`src/rtl/risc_pkg.sv`:
```
// ---------------------------------------------------------------------------
// risc_pkg
// Shared definitions for the instruction fetch path.
//   fetch_state_t    : fetch sequencer FSM state encoding
//   INSTR_W          : assembled instruction width (two bytes)
//   BYTE_W           : instruction memory data width
//   RESET_PC_DEFAULT : default program counter value after reset
// ---------------------------------------------------------------------------
package risc_pkg;

  localparam int INSTR_W = 16;
  localparam int BYTE_W  = 8;

  localparam logic [7:0] RESET_PC_DEFAULT = 8'h00;

  // S_HI    : strobe the byte at pc
  // S_LO    : capture byte at pc, strobe the byte at pc+1
  // S_CAP   : capture byte at pc+1, assemble and present the word
  // S_VALID : hold the word until decode takes it
  typedef enum logic [1:0] {
    S_HI    = 2'd0,
    S_LO    = 2'd1,
    S_CAP   = 2'd2,
    S_VALID = 2'd3
  } fetch_state_t;

endpackage : risc_pkg

```
`src/rtl/fetch_sequencer.sv`:
```
// ---------------------------------------------------------------------------
// fetch_sequencer
// Instruction fetch controller for a byte-wide synchronous instruction memory.
// Each instruction is two bytes read at pc and pc+1; the first byte lands in
// instr[15:8]. The assembled word is offered to decode over valid/ready.
// The module owns the program counter, follows redirects (highest priority,
// any state) and stops starting new fetches while halt is high.
//
// Ports:
//   clk            in   system clock, rising edge
//   rst            in   synchronous active-high reset
//   mem_rd_en      out  memory read strobe
//   mem_addr       out  memory byte address (pc when idle)
//   mem_rdata      in   read data, valid the cycle after the strobe
//   instr          out  assembled instruction {byte@pc, byte@pc+1}
//   instr_pc       out  pc of the presented instruction
//   instr_valid    out  instr/instr_pc hold a fetched instruction
//   instr_ready    in   decode accepts the instruction this cycle
//   redirect_valid in   single-cycle pc change request
//   redirect_pc    in   redirect target (any alignment)
//   halt           in   level; blocks the start of a new fetch
// ---------------------------------------------------------------------------
module fetch_sequencer
  import risc_pkg::*;
#(
  parameter int                ADDR_W   = 8,
  parameter logic [ADDR_W-1:0] RESET_PC = ADDR_W'(RESET_PC_DEFAULT)
) (
  input  logic                 clk,
  input  logic                 rst,
  output logic                 mem_rd_en,
  output logic [ADDR_W-1:0]    mem_addr,
  input  logic [BYTE_W-1:0]    mem_rdata,
  output logic [INSTR_W-1:0]   instr,
  output logic [ADDR_W-1:0]    instr_pc,
  output logic                 instr_valid,
  input  logic                 instr_ready,
  input  logic                 redirect_valid,
  input  logic [ADDR_W-1:0]    redirect_pc,
  input  logic                 halt
);

  fetch_state_t          state_reg, state_next;
  logic [ADDR_W-1:0]     pc_reg, pc_next;
  logic [BYTE_W-1:0]     hi_byte_reg, hi_byte_next;
  logic [INSTR_W-1:0]    instr_reg, instr_next;
  logic [ADDR_W-1:0]     instr_pc_reg, instr_pc_next;
  logic                  valid_reg, valid_next;

  // pc arithmetic is modulo 2^ADDR_W; the carry out is simply dropped.
  logic [ADDR_W-1:0]     pc_plus1;
  logic [ADDR_W-1:0]     pc_plus2;

  assign pc_plus1 = pc_reg + ADDR_W'(1);
  assign pc_plus2 = pc_reg + ADDR_W'(2);

  // -------------------------------------------------------------------------
  // State and datapath registers
  // -------------------------------------------------------------------------
  always_ff @(posedge clk) begin
    if (rst) begin
      state_reg    <= S_HI;
      pc_reg       <= RESET_PC;
      hi_byte_reg  <= '0;
      instr_reg    <= '0;
      instr_pc_reg <= RESET_PC;
      valid_reg    <= 1'b0;
    end else begin
      state_reg    <= state_next;
      pc_reg       <= pc_next;
      hi_byte_reg  <= hi_byte_next;
      instr_reg    <= instr_next;
      instr_pc_reg <= instr_pc_next;
      valid_reg    <= valid_next;
    end
  end

  // -------------------------------------------------------------------------
  // Next-state and output logic
  // -------------------------------------------------------------------------
  always_comb begin
    state_next    = state_reg;
    pc_next       = pc_reg;
    hi_byte_next  = hi_byte_reg;
    instr_next    = instr_reg;
    instr_pc_next = instr_pc_reg;
    valid_next    = valid_reg;
    mem_rd_en     = 1'b0;
    mem_addr      = pc_reg;

    unique case (state_reg)
      S_HI: begin
        if (!halt) begin
          mem_rd_en  = 1'b1;
          state_next = S_LO;
        end
      end

      S_LO: begin
        // Byte at pc arrives now; the pc+1 read goes out in the same cycle.
        hi_byte_next = mem_rdata;
        mem_rd_en    = 1'b1;
        mem_addr     = pc_plus1;
        state_next   = S_CAP;
      end

      S_CAP: begin
        instr_next    = {hi_byte_reg, mem_rdata};
        instr_pc_next = pc_reg;
        valid_next    = 1'b1;
        state_next    = S_VALID;
      end

      S_VALID: begin
        if (instr_ready) begin
          valid_next = 1'b0;
          pc_next    = pc_plus2;
          state_next = S_HI;
        end
      end

      default: begin
        state_next = S_HI;
      end
    endcase

    // A redirect overrides everything above. If it coincides with a
    // handshake the instruction is still consumed (valid drops either way),
    // only the pc increment is replaced by the target. Any strobe issued in
    // this cycle is harmless: the state restarts at S_HI and the returned
    // byte is never captured.
    if (redirect_valid) begin
      state_next = S_HI;
      pc_next    = redirect_pc;
      valid_next = 1'b0;
    end

    // No memory traffic while reset is held.
    if (rst) begin
      mem_rd_en = 1'b0;
    end
  end

  assign instr       = instr_reg;
  assign instr_pc    = instr_pc_reg;
  assign instr_valid = valid_reg;

endmodule : fetch_sequencer
```
`config.mk`:
```
export PLATFORM = sky130hd
export DESIGN_NAME = fetch_sequencer
export DESIGN_NICKNAME = d
export VERILOG_FILES = /design/src/rtl/risc_pkg.sv /design/src/rtl/fetch_sequencer.sv
export SDC_FILE = /design/constraint.sdc
export NUM_CORES = 1
export LEC_CHECK = 0
export BUFFER_PORTS_ARGS = -buffer_cell sky130_fd_sc_hd__clkbuf_2
export CAP_MARGIN = 20
export CORE_MARGIN = 4
export CORE_UTILIZATION = 43
export CTS_CLUSTER_SIZE = 12
export DETAILED_ROUTE_END_ITERATION = 10
export HOLD_SLACK_MARGIN = 0.15
export MAX_ROUTING_LAYER = met4
export PLACE_DENSITY = 0.65
export SLEW_MARGIN = 5
export SYNTH_ARGS = -nofsm -noshare
export SYNTH_HDL_FRONTEND = slang
export SYNTH_SLANG_ARGS = --single-unit
```
`constraint.sdc`:
```
create_clock -name clk -period 3.92 [get_ports clk]
set_input_delay 0.588 -clock clk [delete_from_list [all_inputs] [get_ports clk]]
set_output_delay 0.588 -clock clk [all_outputs]
set_load 0.03 [all_outputs]
```
==> results of run 1 <==
[per-layer routing]
metal	wire, um	vias to the layer above	share of wire (%)
met2	1818	48	45
met4	35	0	0.87
met5	0	-	0
li1	-	764	-
met1	1863	670	47
met3	285	4	7.1
[synth_stat cells, types with 2 or more instances]
cell type                  instances  area (um2)
sky130_fd_sc_hd__or3_1             2       12.51
sky130_fd_sc_hd__mux2i_1          33       330.3
sky130_fd_sc_hd__nand3_1           5       25.02
sky130_fd_sc_hd__dfxtp_1          43       860.8
sky130_fd_sc_hd__nor2b_1           2       12.51
sky130_fd_sc_hd__buf_2             6       30.03
sky130_fd_sc_hd__clkbuf_1          7       26.28
sky130_fd_sc_hd__a21oi_1           3       15.01
sky130_fd_sc_hd__inv_1             5       18.77
sky130_fd_sc_hd__ha_1              7       87.58
sky130_fd_sc_hd__a311oi_1          5       43.79
sky130_fd_sc_hd__xnor2_1           5       43.79
sky130_fd_sc_hd__o21ai_0           5       25.02
sky130_fd_sc_hd__nand4_1           3       18.77
sky130_fd_sc_hd__nand2_1           5       18.77
sky130_fd_sc_hd__xor2_1            4       35.03
sky130_fd_sc_hd__a211oi_1          2       15.01
sky130_fd_sc_hd__nor2_1           43       161.4
[final cells by class]
| class | instances | share of cell area, % |
|---|---|---|
| sequential | 43 | 37.74 |
| inverter | 5 | 0.8228 |
| multi-input combinational | 135 | 40.70 |
| clock inverter | 2 | 2.633 |
| timing repair buffer | 55 | 12.18 |
| tap | 50 | 2.743 |
| clock buffer | 6 | 3.182 |
[cell families (layout without fill, tap and decap cells)]
| family | count (synthesis) | in the layout |
|---|---|---|
| simple gates | 69 | 69 |
| flops | 43 | 43 |
| mux | 34 | 34 |
| buf+inv | 18 | 68 |
| compound gates | 16 | 16 |
| xor+xnor | 9 | 9 |
| fa+ha+maj | 7 | 7 |
[power by group through the flow]
stage          Sequential, mW  Clock (mW)  Combinational, mW
4_1_cts                 0.464       0.410             0.0970
5_1_grt                 0.466       0.430              0.105
3_3_place_gp            0.474           0             0.0963
2_1_floorplan           0.472           0             0.0670
3_5_place_dp            0.474           0             0.0961
6_report                0.464       0.403             0.0957
[worst reg2reg max path, stage by stage (launching register included)]
cell and delay (ns):
sky130_fd_sc_hd__dfxtp_1 0.46, sky130_fd_sc_hd__ha_1 0.28, sky130_fd_sc_hd__nand4_1 0.15, sky130_fd_sc_hd__or3_2 0.43, sky130_fd_sc_hd__a311oi_1 0.28
[worst max-delay path by stage]
stage | endpoint | slack, ns | cells past startpoint | startpoint
2_1_floorplan | mem_addr[2] | 1.71 | 6 | state_reg[1]
3_3_place_gp | mem_addr[7] | 1.45 | 6 | state_reg[1]
3_5_place_dp | mem_addr[7] | 1.39 | 6 | state_reg[1]
4_1_cts | mem_addr[6] | 1.04 | 6 | state_reg[1]
5_1_grt | mem_addr[6] | 0.83 | 6 | state_reg[1]
6_report | mem_addr[6] | 1.06 | 6 | state_reg[1]
==> results.md, run 1 <==
| Group | Result | Value |
|:---|:---|:---|
| outcome | Run status | finished clean |
| placement | Placed instance count | 288 |
| global routing | Overflow after GRT | 0 |
| global routing | Most Used Layer, Global Route | met2 |
| worst setup path | Crit path buf inv count | 2 |
| layout | Number of filler cells placed in the layout | 389 |
| floorplan | Initial cell density of the core | 45.62% |
| min path | Hold path startpoint | instr[0] |
| layout | Final Instance Count excl. Fillers | 296 |
| floorplan | Placeable core region | 4086 um2 |
| synth | Total nets after synthesis | 224 |
| layout | Antenna cells | 0 |
| layout | Fraction of final layout cells sized beyond drive strength 1 | 27.24% |
| min path | Number of cells on the worst hold path | 2 |
| synth | Combinational family with the most area after synthesis | multiplexers |
| cts | Post-cts hold buffer count | 0 |
| worst setup path | Number of cell instances on the worst register-to-register path | 4 |
| sta | Final worst hold slack | 0.4975 ns |
| cts | Clock insertion delay at the later pin of the skew report | 0.30 ns |
| layout | FF/Latch Area | 860.8 um2 |
| cts | CTS H-tree lvls | 2 |
| placement | Final estimated routing congestion in global placement | 0.7815 |
| cts | Number of buffers inserted by post-CTS setup repair | 0 |
| global routing | Largest net degree at the start of global routing | 43 |
| synth | Mux share of post-synthesis cell area | 18.32% |
| layout | Layout net count | 273 |
| power | Reported net switching power | 0.2219 mW |
| synth | EDFF count, synth | 0 |
| routing | Number of design-rule violations left by the first detailed-router iteration | 66 |
| power | Proportion of power drawn by the clock network | 41.9% |
| sta | Worst rel slew slack | 45.95% |
| placement | Placement Setup Slack | 1.387 ns |
| sta | Min Clock Period, post-route | 2.861 ns |
| power | Peak supply drop | 0.2580 mV |
| global routing | Met2 Usage GRT | 24.80% |
| power | PnR Total Power | 0.9628 mW |
| worst setup path | Stage delay of the slowest cell on the critical path | 0.68 ns |
| sta | Final clock period utilization by the worst path | 72.99% |
| sta | F_max | 349.5 MHz |
| synth | Cell area after technology mapping | 1864 um2 |
| sta | Pin slew with the least headroom to its limit | 0.8108 ns |
| sta | Setup violation total in the final timing report | 0 |
| worst setup path | Arrival time of data at the critical path endpoint | 2.27 ns |
| synth | Synth warn | 0 |
| placement | Placed wire-length estimate after detailed placement | 2764 um |
| flow run | Max-capacitance violation count | 0 |
| global routing | Number of global-route vias before repair | 1406 |
| min path | Worst-case hold path end point | instr[0] |
| power | Power Internal | 0.7409 mW |
| routing | Total number of vias | 1486 |
| worst setup path | Capturing element type of the critical path | primary output |
| cts | PostCTS Resize Cnt | 0 |
| synth | Post-synthesis simple-gate area fraction | 16.85% |
| sta | Final Hold Violating Endpoints | 0 |
| cts | Clock Sink Count | 43 |
| global routing | Tot GR Track Use | 15.86% |
| worst setup path | Critical path type | flip-flop to primary output |
| global routing | Global-route wire length before repair | 6451 um |
| routing | # DRC | 0 |
| cts | Clock buffer count from CTS | 5 |
| routing | Post-DR vias/cell | 5.020 |
| layout | Flip-flop count of the largest register after layout | 16 |
| global routing | Fraction of met1 tracks used by global routing | 19.45% |
| sta | Final slew viol count | 0 |
| layout | Fin area | 2281 um2 |
| floorplan | Floorplan row count | 23 |
| routing | First-pass detailed-route iteration total | 4 |
| worst setup path | Family with the most delay on the worst path | adder cells |
| routing | Remaining number of nets flagged by the antenna check after routing | 0 |
| worst setup path | Endpoint required time on the critical path | 3.33 ns |
| synth | Post-synthesis compound-gate area fraction | 5.705% |
| synth | Number of different library cells in the post-synthesis netlist | 29 |
| placement | Placed Instance Area | 2148 um2 |
| global routing | Number of antenna violations at the first check in global routing | 0 |
| layout | Most frequent standard cell in the layout excluding fill and tap cells | sky130_fd_sc_hd__clkbuf_2 |
| min path | Min-Delay Path Class | flip-flop to flip-flop |
| synth | Synth Flop Type | sky130_fd_sc_hd__dfxtp_1 |
| sta | Final total negative setup slack | 0 ns |
| synth | Number of synthesized register bits | 43 |
| synth | Number of cells produced by synthesis | 196 |
| sta | Clock Skews | 0.009262 ns |
| power | Power density over the cells | 422.1 nW/um2 |
| worst setup path | Register-to-register setup slack | 2.22 ns |
| worst setup path | Crit-path slowest cell | sky130_fd_sc_hd__ha_1 |
| placement | Port buffer count | 54 |
| cts | Clock transition at the register clock pins on the worst setup and hold paths after CTS | 0.08 ns |
| synth | Adder and majority gate portion of the synthesized area | 4.698% |
| cts | CTS tree | done |
| power | Switching share of power | 23.05% |
| synth | Post-Synth XOR/XNOR Area | 4.228% |
| layout | Layout area overhead | 22.35% |
| sta | Final WS setup | 1.059 ns |
| synth | Post-synthesis async set-or-reset flop share | 0% |
| sta | RSZ-0062 raised after global routing | no |
| floorplan | Io pins | 55 |
| floorplan | Area of the die | 5453 um2 |
| cts | Clock root cell | sky130_fd_sc_hd__clkbuf_8 |
| worst setup path | Launch point of the worst reg-to-reg path | pc_reg[2] |
| layout | Final Core Density | 55.82% |
| routing | Total detailed-routing wirelength | 4001 um |
| power | Logic pwr share | 9.9% |
| routing | Average routed wire per standard cell | 13.52 um |
| global routing | Met3 track utilization from global routing | 5.062% |
| synth | Syn_area_per_cell | 9.512 um2 |
| worst setup path | Cells along the critical path | inv_1 -> ha_1 -> nand4_1 -> nor2_1 -> xor2_1 -> clkbuf_2 |
| cts | Maximum root-to-sink buffer count | 2 |
| synth | Part of the Yosys area used for sequential elements | 46.17% |
| worst setup path | Peak fanout along the critical path | 15 |
| floorplan | Die boundary width | 73.85 um |
| layout | Most frequent cells in the layout | sky130_fd_sc_hd__clkbuf_2, sky130_fd_sc_hd__nor2_1, sky130_fd_sc_hd__dfxtp_1 |
| floorplan | Die span in y | 73.85 um |
| power | Flop pwr share | 48.2% |
| power | Leakage power total | 0.9452 nW |
| layout | Combined area of the multi-input logic cells | 928.4 um2 |
| worst setup path | Endpoint of the most critical register-to-register path | pc_reg[5] |
| worst setup path | Crit path launch type | flip-flop |
No activity file was read; power rests on OpenSTA's default activity.
==> run 2: changes to the inputs <==
==> constraint.sdc (replaced) <==
create_clock -name clk -period 2.7 [get_ports clk]
set_input_delay 0.405 -clock clk [delete_from_list [all_inputs] [get_ports clk]]
set_output_delay 0.405 -clock clk [all_outputs]
set_load 0.03 [all_outputs]
==> run 2 against run 1 <==
- sequential share of layout area is essentially flat
- global-route usage shrank 0.25 points
- power grew 36%
- clock skew shrank 0.0064 ns
- combinational power grew 47%
- first-iteration DRC count shrank 48%
- flip-flop and latch count is the same
- largest cell class unchanged
==> results.md, run 2 (synthesis results as in run 1) <==
| Group | Result | Value | Change |
|:---|:---|:---|:---|
| outcome | Run status | finished clean |  |
| cts | Clock Sink Count | 43 | unchanged |
| routing | Post-DR vias/cell | 4.936 | -1.7% |
| floorplan | Placeable core region | 4086 um2 | unchanged |
| sta | Clock Skews | 0.002827 ns | -0.006434 ns |
| floorplan | Io pins | 55 | unchanged |
| routing | First-pass detailed-route iteration total | 4 | unchanged |
| layout | Number of filler cells placed in the layout | 388 | -0.26% |
| routing | Metal3 WL | 222 um | -22% |
| floorplan | Die boundary width | 73.85 um | unchanged |
| worst setup path | Arrival time of data at the critical path endpoint | 1.76 ns | -0.51 ns |
| flow run | Max-capacitance violation count | 0 | unchanged |
| routing | Metal-1 WL | 1809 um | -2.9% |
| placement | Port buffer count | 54 | unchanged |
| routing | Average routed wire per standard cell | 12.68 um | -6.2% |
| worst setup path | Peak fanout along the critical path | 6 | -9 |
| layout | FF/Latch Area | 860.8 um2 | unchanged |
| sta | F_max | 462.9 MHz |  |
| placement | Placed wire-length estimate after detailed placement | 2840 um | +2.7% |
| floorplan | Initial cell density of the core | 45.62% | unchanged |
| routing | # DRC | 0 | unchanged |
| worst setup path | Crit-path slowest cell | sky130_fd_sc_hd__dfxtp_1 |  |
| sta | Final total negative setup slack | 0 ns | unchanged |
| worst setup path | Critical path type | flip-flop to primary output |  |
| sta | Worst rel slew slack | 71.98% | +26 points |
| cts | Number of buffers inserted by post-CTS setup repair | 0 | unchanged |
| routing | Number of design-rule violations left by the first detailed-router iteration | 34 | -48% |
| cts | Clock buffer count from CTS | 5 | unchanged |
| cts | Post-cts hold buffer count | 0 | unchanged |
| power | Logic pwr share | 10.8% | +0.9 points |
| power | Peak supply drop | 0.3447 mV | +34% |
| cts | CTS tree | done |  |
| layout | Flip-flop count of the largest register after layout | 16 | unchanged |
| layout | Most frequent cells in the layout | sky130_fd_sc_hd__clkbuf_2, sky130_fd_sc_hd__nor2_1, sky130_fd_sc_hd__dfxtp_1 |  |
| worst setup path | Stage delay of the slowest cell on the critical path | 0.34 ns | -0.34 ns |
| cts | Clock transition at the register clock pins on the worst setup and hold paths after CTS | 0.08 ns | about the same |
| min path | Min-Delay Path Class | primary input to flip-flop |  |
| power | Proportion of power drawn by the clock network | 37.9% | -4.0 points |
| global routing | Global-route wire length before repair | 6417 um | -0.53% |
| power | Switching share of power | 24.90% | +1.9 points |
| sta | Min Clock Period, post-route | 2.160 ns |  |
| cts | Clock root cell | sky130_fd_sc_hd__clkbuf_8 |  |
| sta | Final worst hold slack | 0.3569 ns | -0.1406 ns |
| routing | Remaining number of nets flagged by the antenna check after routing | 0 | unchanged |
| global routing | Largest net degree at the start of global routing | 23 | -47% |
| sta | Final slew viol count | 0 | unchanged |
| routing | Total detailed-routing wirelength | 3790 um | -5.3% |
| global routing | Overflow after GRT | 0 | unchanged |
| sta | Pin slew with the least headroom to its limit | 0.4202 ns | -0.3906 ns |
| layout | Most frequent standard cell in the layout excluding fill and tap cells | sky130_fd_sc_hd__clkbuf_2 |  |
| power | Flop pwr share | 51.4% | +3.2 points |
| layout | Combined area of the multi-input logic cells | 928.4 um2 | unchanged |
| layout | Layout area overhead | 22.48% |  |
| power | Power density over the cells | 573.4 nW/um2 | +36% |
| cts | CTS H-tree lvls | 2 | unchanged |
| power | Reported net switching power | 0.3261 mW | +47% |
| power | Leakage power total | 0.9535 nW | +0.87% |
| cts | Maximum root-to-sink buffer count | 2 | unchanged |
| layout | Layout net count | 276 | +1.1% |
| layout | Antenna cells | 0 | unchanged |
| cts | Clock insertion delay at the later pin of the skew report | 0.29 ns | about the same |
| global routing | Tot GR Track Use | 15.61% | -0.25 points |
| sta | RSZ-0062 raised after global routing | no |  |
| floorplan | Floorplan row count | 23 | unchanged |
| floorplan | Die span in y | 73.85 um | unchanged |
| worst setup path | Launch point of the worst reg-to-reg path | state_reg[1] |  |
| routing | Routed wl met2 | 1706 um | -6.2% |
| min path | Hold path startpoint | redirect_pc[4] |  |
| worst setup path | Cells along the critical path | inv_1 -> ha_1 -> and4_1 -> nand4_1 -> xnor2_1 -> clkbuf_2 |  |
| sta | Final clock period utilization by the worst path | 80.02% |  |
| worst setup path | Endpoint required time on the critical path | 2.30 ns | -1.03 ns |
| placement | Final estimated routing congestion in global placement | 0.7629 | -2.4% |
| sta | Final Hold Violating Endpoints | 0 | unchanged |
| worst setup path | Crit path launch type | flip-flop |  |
| layout | Fraction of final layout cells sized beyond drive strength 1 | 28.51% | +1.3 points |
| routing | Total number of vias | 1476 | -0.67% |
| sta | Setup violation total in the final timing report | 0 | unchanged |
| global routing | Number of antenna violations at the first check in global routing | 0 | unchanged |
| routing | Highest layer used for signal routing | met4 |  |
| floorplan | Area of the die | 5453 um2 | unchanged |
| worst setup path | Startpoint of the most critical setup path | state_reg[1] |  |
| cts | PostCTS Resize Cnt | 0 | unchanged |
| global routing | Number of global-route vias before repair | 1413 | +0.50% |
| worst setup path | Capturing element type of the critical path | primary output |  |
| power | Power Internal | 0.9832 mW | +33% |
==> run 2: cell types whose count changed in the layout (fill, tap and decap cells not counted) <==
cell	delta
sky130_fd_sc_hd__buf_4	+3
sky130_fd_sc_hd__bufinv_16	-1
sky130_fd_sc_hd__clkbuf_1	-1
sky130_fd_sc_hd__clkinv_2	+1
sky130_fd_sc_hd__clkinv_4	+1
==> run 2: worst max-delay path, delay by kind of cell, from the launching register on <==
| kind | cells | cell delay [ns] |
|---|---|---|
| xor+xnor | 1 | 0.15 |
| flops | 1 | 0.34 |
| simple gates | 2 | 0.37 |
| fa+ha+maj | 1 | 0.26 |
| buf+inv | 2 | 0.34 |
==> run 2: worst paths after layout <==
| check | endpoint | slack, ns | depth (start not counted) |
|---|---|---|---|
| worst max register to register | pc_reg[5] | 1.07 | 4 |
| worst min register to register | instr_valid | 0.50 | 2 |
| worst max-delay path | mem_addr[7] | 0.54 | 6 |
| worst min-delay path | pc_reg[4] | 0.36 | 3 |
==> run 2: routing by layer <==
layer,GRT usage (%),vias up
li1,-,768
met1,19.55,667
met2,24.02,34
met3,4.378,7
met4,5.433,0
met5,-,-
==> run 2: cell type report <==
type                       instances  share of cell area (%)
timing repair buffer              58                   13.15
clock buffer                       5                   3.014
inverter                           5                  0.8219
sequential                        43                   37.70
multi-input combinational        135                   40.66
tap                               50                   2.740
clock inverter                     3                   1.918
==> run 2: metrics by stage <==
step,util [%],std cells,power (mW),setup WS (ns),area [um2]
finish,55.88,299,1.309,0.5396,2283
global route,55.88,299,1.365,0.4087,2283
CTS,55.88,299,1.327,0.5157,2283
detailed placement,53.12,291,0.8301,0.8451,2171
global placement,53.12,291,0.8293,0.8997,2171
floorplan,-,196,0.7822,0.6715,1864
==> run 2: power by group through the flow <==
stage	Clock (mW)	Combinational (mW)	Sequential (mW)
5_1_grt	0.532	0.156	0.677
4_1_cts	0.511	0.143	0.672
3_3_place_gp	0	0.143	0.687
2_1_floorplan	0	0.0972	0.685
6_report	0.496	0.141	0.672
3_5_place_dp	0	0.143	0.687
==> run 3: changes to the inputs <==
--- a/config.mk
+++ b/config.mk
@@ -5,6 +5,7 @@
 export SDC_FILE = /design/constraint.sdc
 export NUM_CORES = 1
 export LEC_CHECK = 0
+export ABC_AREA = 1
 export BUFFER_PORTS_ARGS = -buffer_cell sky130_fd_sc_hd__clkbuf_2
 export CAP_MARGIN = 20
 export CORE_MARGIN = 4
@@ -13,7 +14,7 @@
 export DETAILED_ROUTE_END_ITERATION = 10
 export HOLD_SLACK_MARGIN = 0.15
 export MAX_ROUTING_LAYER = met4
-export PLACE_DENSITY = 0.65
+export PLACE_DENSITY = 0.68
 export SLEW_MARGIN = 5
 export SYNTH_ARGS = -nofsm -noshare
 export SYNTH_HDL_FRONTEND = slang
==> constraint.sdc (replaced) <==
create_clock -name clk -period 1.8 [get_ports clk]
set_input_delay 0.27 -clock clk [delete_from_list [all_inputs] [get_ports clk]]
set_output_delay 0.27 -clock clk [all_outputs]
set_load 0.03 [all_outputs]
==> run 3 against run 2 <==
- clock skew up 0.0072 ns
- flip-flop and latch count stayed put
- highest routed layer unchanged
- synthesized area is 2.3% higher
- clock power increased by 58%
- non-clock buffer count is 1 higher
- routed wire length is 20% higher
- worst hold slack got worse by 0.16 ns
- largest power group unchanged
- first-iteration DRC count up 82%
- die area rose by 2.0%
- largest cell class unchanged
- register-to-register slack got worse by 0.75 ns
- synthesized cell count increased by 30%
- sequential power up 56%
==> results.md, run 3 <==
| Group | Result | Value | Change |
|:---|:---|:---|:---|
| outcome | Run status | finished clean |  |
| synth | Synth Flop Type | sky130_fd_sc_hd__dfxtp_1 |  |
| flow run | Max-capacitance violation count | 0 | unchanged |
| routing | Total detailed-routing wirelength | 4555 um | +20% |
| synth | Number of synthesized register bits | 43 | unchanged |
| synth | Post-synthesis async set-or-reset flop share | 0% | unchanged |
| floorplan | Die span in y | 74.59 um | +1.0% |
| sta | Clock Skews | 0.01004 ns | +0.007217 ns |
| worst setup path | Capturing element type of the critical path | primary output |  |
| cts | Clock insertion delay at the later pin of the skew report | 0.31 ns | +0.02 ns |
| placement | Placed Instance Area | 2201 um2 | +1.4% |
| layout | Layout area overhead | 25.59% |  |
| synth | Area share of the largest cell type after synthesis | 45.14% | -1.0 points |
| sta | Setup violation total in the final timing report | 0 | unchanged |
| cts | Clock transition at the register clock pins on the worst setup and hold paths after CTS | 0.09 ns | about the same |
| sta | Min Clock Period, post-route | 1.734 ns |  |
| placement | Final estimated routing congestion in global placement | 0.8247 | +8.1% |
| worst setup path | Peak fanout along the critical path | 6 | unchanged |
| global routing | Most Used Layer, Global Route | met2 |  |
| sta | F_max | 576.6 MHz |  |
| routing | Number of design-rule violations left by the first detailed-router iteration | 62 | +82% |
| global routing | Number of antenna violations at the first check in global routing | 0 | unchanged |
| layout | Fraction of final layout cells sized beyond drive strength 1 | 30.00% | +1.5 points |
| cts | Maximum root-to-sink buffer count | 2 | unchanged |
| floorplan | Io pins | 55 | unchanged |
| layout | Flip-flop count of the largest register after layout | 16 | unchanged |
| cts | CTS tree | done |  |
| synth | Cell with the most instances after synthesis | sky130_fd_sc_hd__nor2_1 |  |
| cts | Clock root cell | sky130_fd_sc_hd__clkbuf_8 |  |
| layout | Fin area | 2395 um2 | +4.9% |
| synth | Total nets after synthesis | 282 | +26% |
| worst setup path | Crit path launch type | flip-flop |  |
| synth | Most common library cells after synthesis | sky130_fd_sc_hd__nor2_1, sky130_fd_sc_hd__dfxtp_1, sky130_fd_sc_hd__o21ai_0, sky130_fd_sc_hd__nand2_1, sky130_fd_sc_hd__inv_1 |  |
| sta | Pin slew with the least headroom to its limit | 0.3983 ns | -0.02193 ns |
| global routing | Largest net degree at the start of global routing | 36 | +57% |
| routing | Remaining number of nets flagged by the antenna check after routing | 0 | unchanged |
| worst setup path | Critical path type | flip-flop to primary output |  |
| synth | Synth area leaders | sky130_fd_sc_hd__dfxtp_1, sky130_fd_sc_hd__nor2_1, sky130_fd_sc_hd__o21ai_0 |  |
| synth | Synth warn | 0 | unchanged |
| worst setup path | Crit path buf inv count | 3 | +1 |
| power | Leakage power total | 1.178 nW | +24% |
| routing | Average routed wire per standard cell | 12.65 um | -0.18% |
| sta | Final Hold Violating Endpoints | 0 | unchanged |
| sta | Final worst hold slack | 0.2002 ns | -0.1566 ns |
| global routing | Met3 track utilization from global routing | 3.919% | -0.46 points |
| layout | Antenna cells | 0 | unchanged |
| placement | Port buffer count | 54 | unchanged |
| placement | Placed wire-length estimate after detailed placement | 3266 um | +15% |
| cts | Clock Sink Count | 43 | unchanged |
| layout | Most frequent cells in the layout | sky130_fd_sc_hd__nor2_1, sky130_fd_sc_hd__clkbuf_2, sky130_fd_sc_hd__o21ai_0, sky130_fd_sc_hd__dfxtp_1, sky130_fd_sc_hd__nand2_1 |  |
| synth | EDFF count, synth | 0 | unchanged |
| power | Power density over the cells | 920.0 nW/um2 | +60% |
| layout | Most frequent standard cell in the layout excluding fill and tap cells | sky130_fd_sc_hd__nor2_1 |  |
| sta | Final clock period utilization by the worst path | 96.35% |  |
| layout | Layout net count | 337 | +22% |
| layout | Number of filler cells placed in the layout | 409 | +5.4% |
| cts | Post-cts hold buffer count | 0 | unchanged |
| global routing | Global-route wire length before repair | 7596 um | +18% |
| floorplan | Die boundary width | 74.59 um | +1.0% |
| routing | # DRC | 0 | unchanged |
| synth | Number of different library cells in the post-synthesis netlist | 28 | -3.4% |
| cts | CTS H-tree lvls | 2 | unchanged |
| power | Peak supply drop | 0.5833 mV | +69% |
| worst setup path | Endpoint required time on the critical path | 1.53 ns | -0.77 ns |
| worst setup path | Family with the most delay on the worst path | buffers and inverters |  |
| layout | Final Core Density | 57.79% | +1.9 points |
| cts | Clock buffer count from CTS | 5 | unchanged |
| worst setup path | Cells along the critical path | inv_2 -> ha_4 -> nand2_1 -> inv_2 -> nand2_1 -> xnor2_1 -> buf_4 |  |
| synth | Cell area after technology mapping | 1907 um2 | +2.3% |
| sta | Worst rel slew slack | 73.41% | +1.4 points |
| synth | Number of cells produced by synthesis | 254 | +30% |
| synth | Part of the Yosys area used for sequential elements | 45.14% | -1.0 points |
| layout | Combined area of the multi-input logic cells | 927.1 um2 | -0.13% |
| global routing | Overflow after GRT | 0 | unchanged |
| floorplan | Floorplan row count | 23 | unchanged |
| global routing | Met2 Usage GRT | 27.51% | +3.5 points |
| global routing | Fraction of met1 tracks used by global routing | 23.74% | +4.2 points |
| layout | FF/Latch Area | 870.8 um2 | +1.2% |
| sta | RSZ-0062 raised after global routing | yes |  |
| routing | Total number of vias | 1776 | +20% |
| worst setup path | Arrival time of data at the critical path endpoint | 1.46 ns | -0.30 ns |
| routing | Post-DR vias/cell | 4.933 | about the same |
| routing | First-pass detailed-route iteration total | 4 | unchanged |
| floorplan | Area of the die | 5564 um2 | +2.0% |
| floorplan | Placeable core region | 4144 um2 | +1.4% |
| synth | Syn_area_per_cell | 7.507 um2 | -21% |
| worst setup path | Stage delay of the slowest cell on the critical path | 0.34 ns | about the same |
| floorplan | Initial cell density of the core | 46.01% | +0.39 points |
| sta | Final slew viol count | 0 | unchanged |
| worst setup path | Crit-path slowest cell | sky130_fd_sc_hd__dfxtp_2 |  |
| global routing | Number of global-route vias before repair | 1646 | +16% |
| global routing | Tot GR Track Use | 18.39% | +2.8 points |
| synth | Library cell occupying the most area in the post-synthesis netlist | sky130_fd_sc_hd__dfxtp_1 |  |
| min path | Min-Delay Path Class | primary input to flip-flop |  |
-- run 3: cell count changes in the layout (fill, tap and decap cells not counted), moves of 5 or more --
cell and change:
sky130_fd_sc_hd__a21oi_1 +9, sky130_fd_sc_hd__a311oi_1 -5, sky130_fd_sc_hd__buf_4 +6, sky130_fd_sc_hd__clkbuf_2 -6, sky130_fd_sc_hd__dfxtp_1 -6, sky130_fd_sc_hd__dfxtp_2 +5
sky130_fd_sc_hd__inv_1 +13, sky130_fd_sc_hd__mux2i_1 -33, sky130_fd_sc_hd__nand2_1 +17, sky130_fd_sc_hd__nor2_1 +21, sky130_fd_sc_hd__o21ai_0 +32
-- run 3: per-layer routing --
layer  part of all wire [%]  wire length, um  vias to the layer above
li1                       -                -                      929
met5                      0                0                        -
met4                    2.2              100                        0
met2                     45             2069                       48
met1                     47             2141                      789
met3                    5.3              243                       10
-- run 3: final timing paths --
| check | from | depth (start not counted) | slack [ns] | end |
|---|---|---|---|---|
| worst max-delay path | state_reg[1] | 7 | 0.07 | mem_addr[3] |
| worst max register to register | state_reg[0] | 5 | 0.32 | instr_pc[7] |
| worst min-delay path | mem_rdata[7] | 3 | 0.20 | hi_byte_reg[7] |
| worst min register to register | hi_byte_reg[3] | 2 | 0.48 | instr[11] |
-- run 3: cell families (layout without fill, tap and decap cells) --
group | count (synthesis) | count (layout) | synth area share, %
xor+xnor | 5 | 5 | 2.296
fa+ha+maj | 7 | 7 | 4.593
simple gates | 106 | 106 | 23.56
buf+inv | 35 | 91 | 8.398
compound gates | 58 | 58 | 16.01
flops | 43 | 43 | 45.14
-- run 3: final cells by class --
cell class / instances / area share [%]
sequential: 43 / 36.36
clock buffer: 5 / 2.874
clock inverter: 3 / 1.985
inverter: 24 / 3.814
multi-input combinational: 176 / 38.71
tap: 50 / 2.612
timing repair buffer: 59 / 13.64
-- run 3: where the power goes --
group | switching [mW] | internal (mW) | leakage [nW]
registers | 0.0404 | 1.01 | 0.354
logic | 0.245 | 0.122 | 0.765
clock network | 0.362 | 0.421 | 0.0587
-- run 3: stage by stage --
step            TNS, ns  power [mW]  setup WS (ns)  instances
6_report              0       2.203        0.06572        360
5_1_grt        -0.03179       2.303       -0.02382        360
4_1_cts               0       2.215       0.008274        360
3_5_place_dp          0       1.427         0.1349        351
3_3_place_gp          0       1.422         0.1863        351
2_1_floorplan         0       1.314        0.02498        254
-- run 3: repair_timing --
| action | CTS | global route |
|---|---|---|
| resized for setup | 16 | 16 |
| pin swaps | 1 | 4 |
| endpoints found under the setup margin | 7 | 6 |
| hold endpoints to repair | 0 | 0 |
| buffers inserted | 1 | 0 |
-- run 3: tightest hold or removal path, delay by kind of cell --
family                 cells  cell delay (ns)
buffers and inverters      1             0.09
and+or+nand+nor            2             0.12
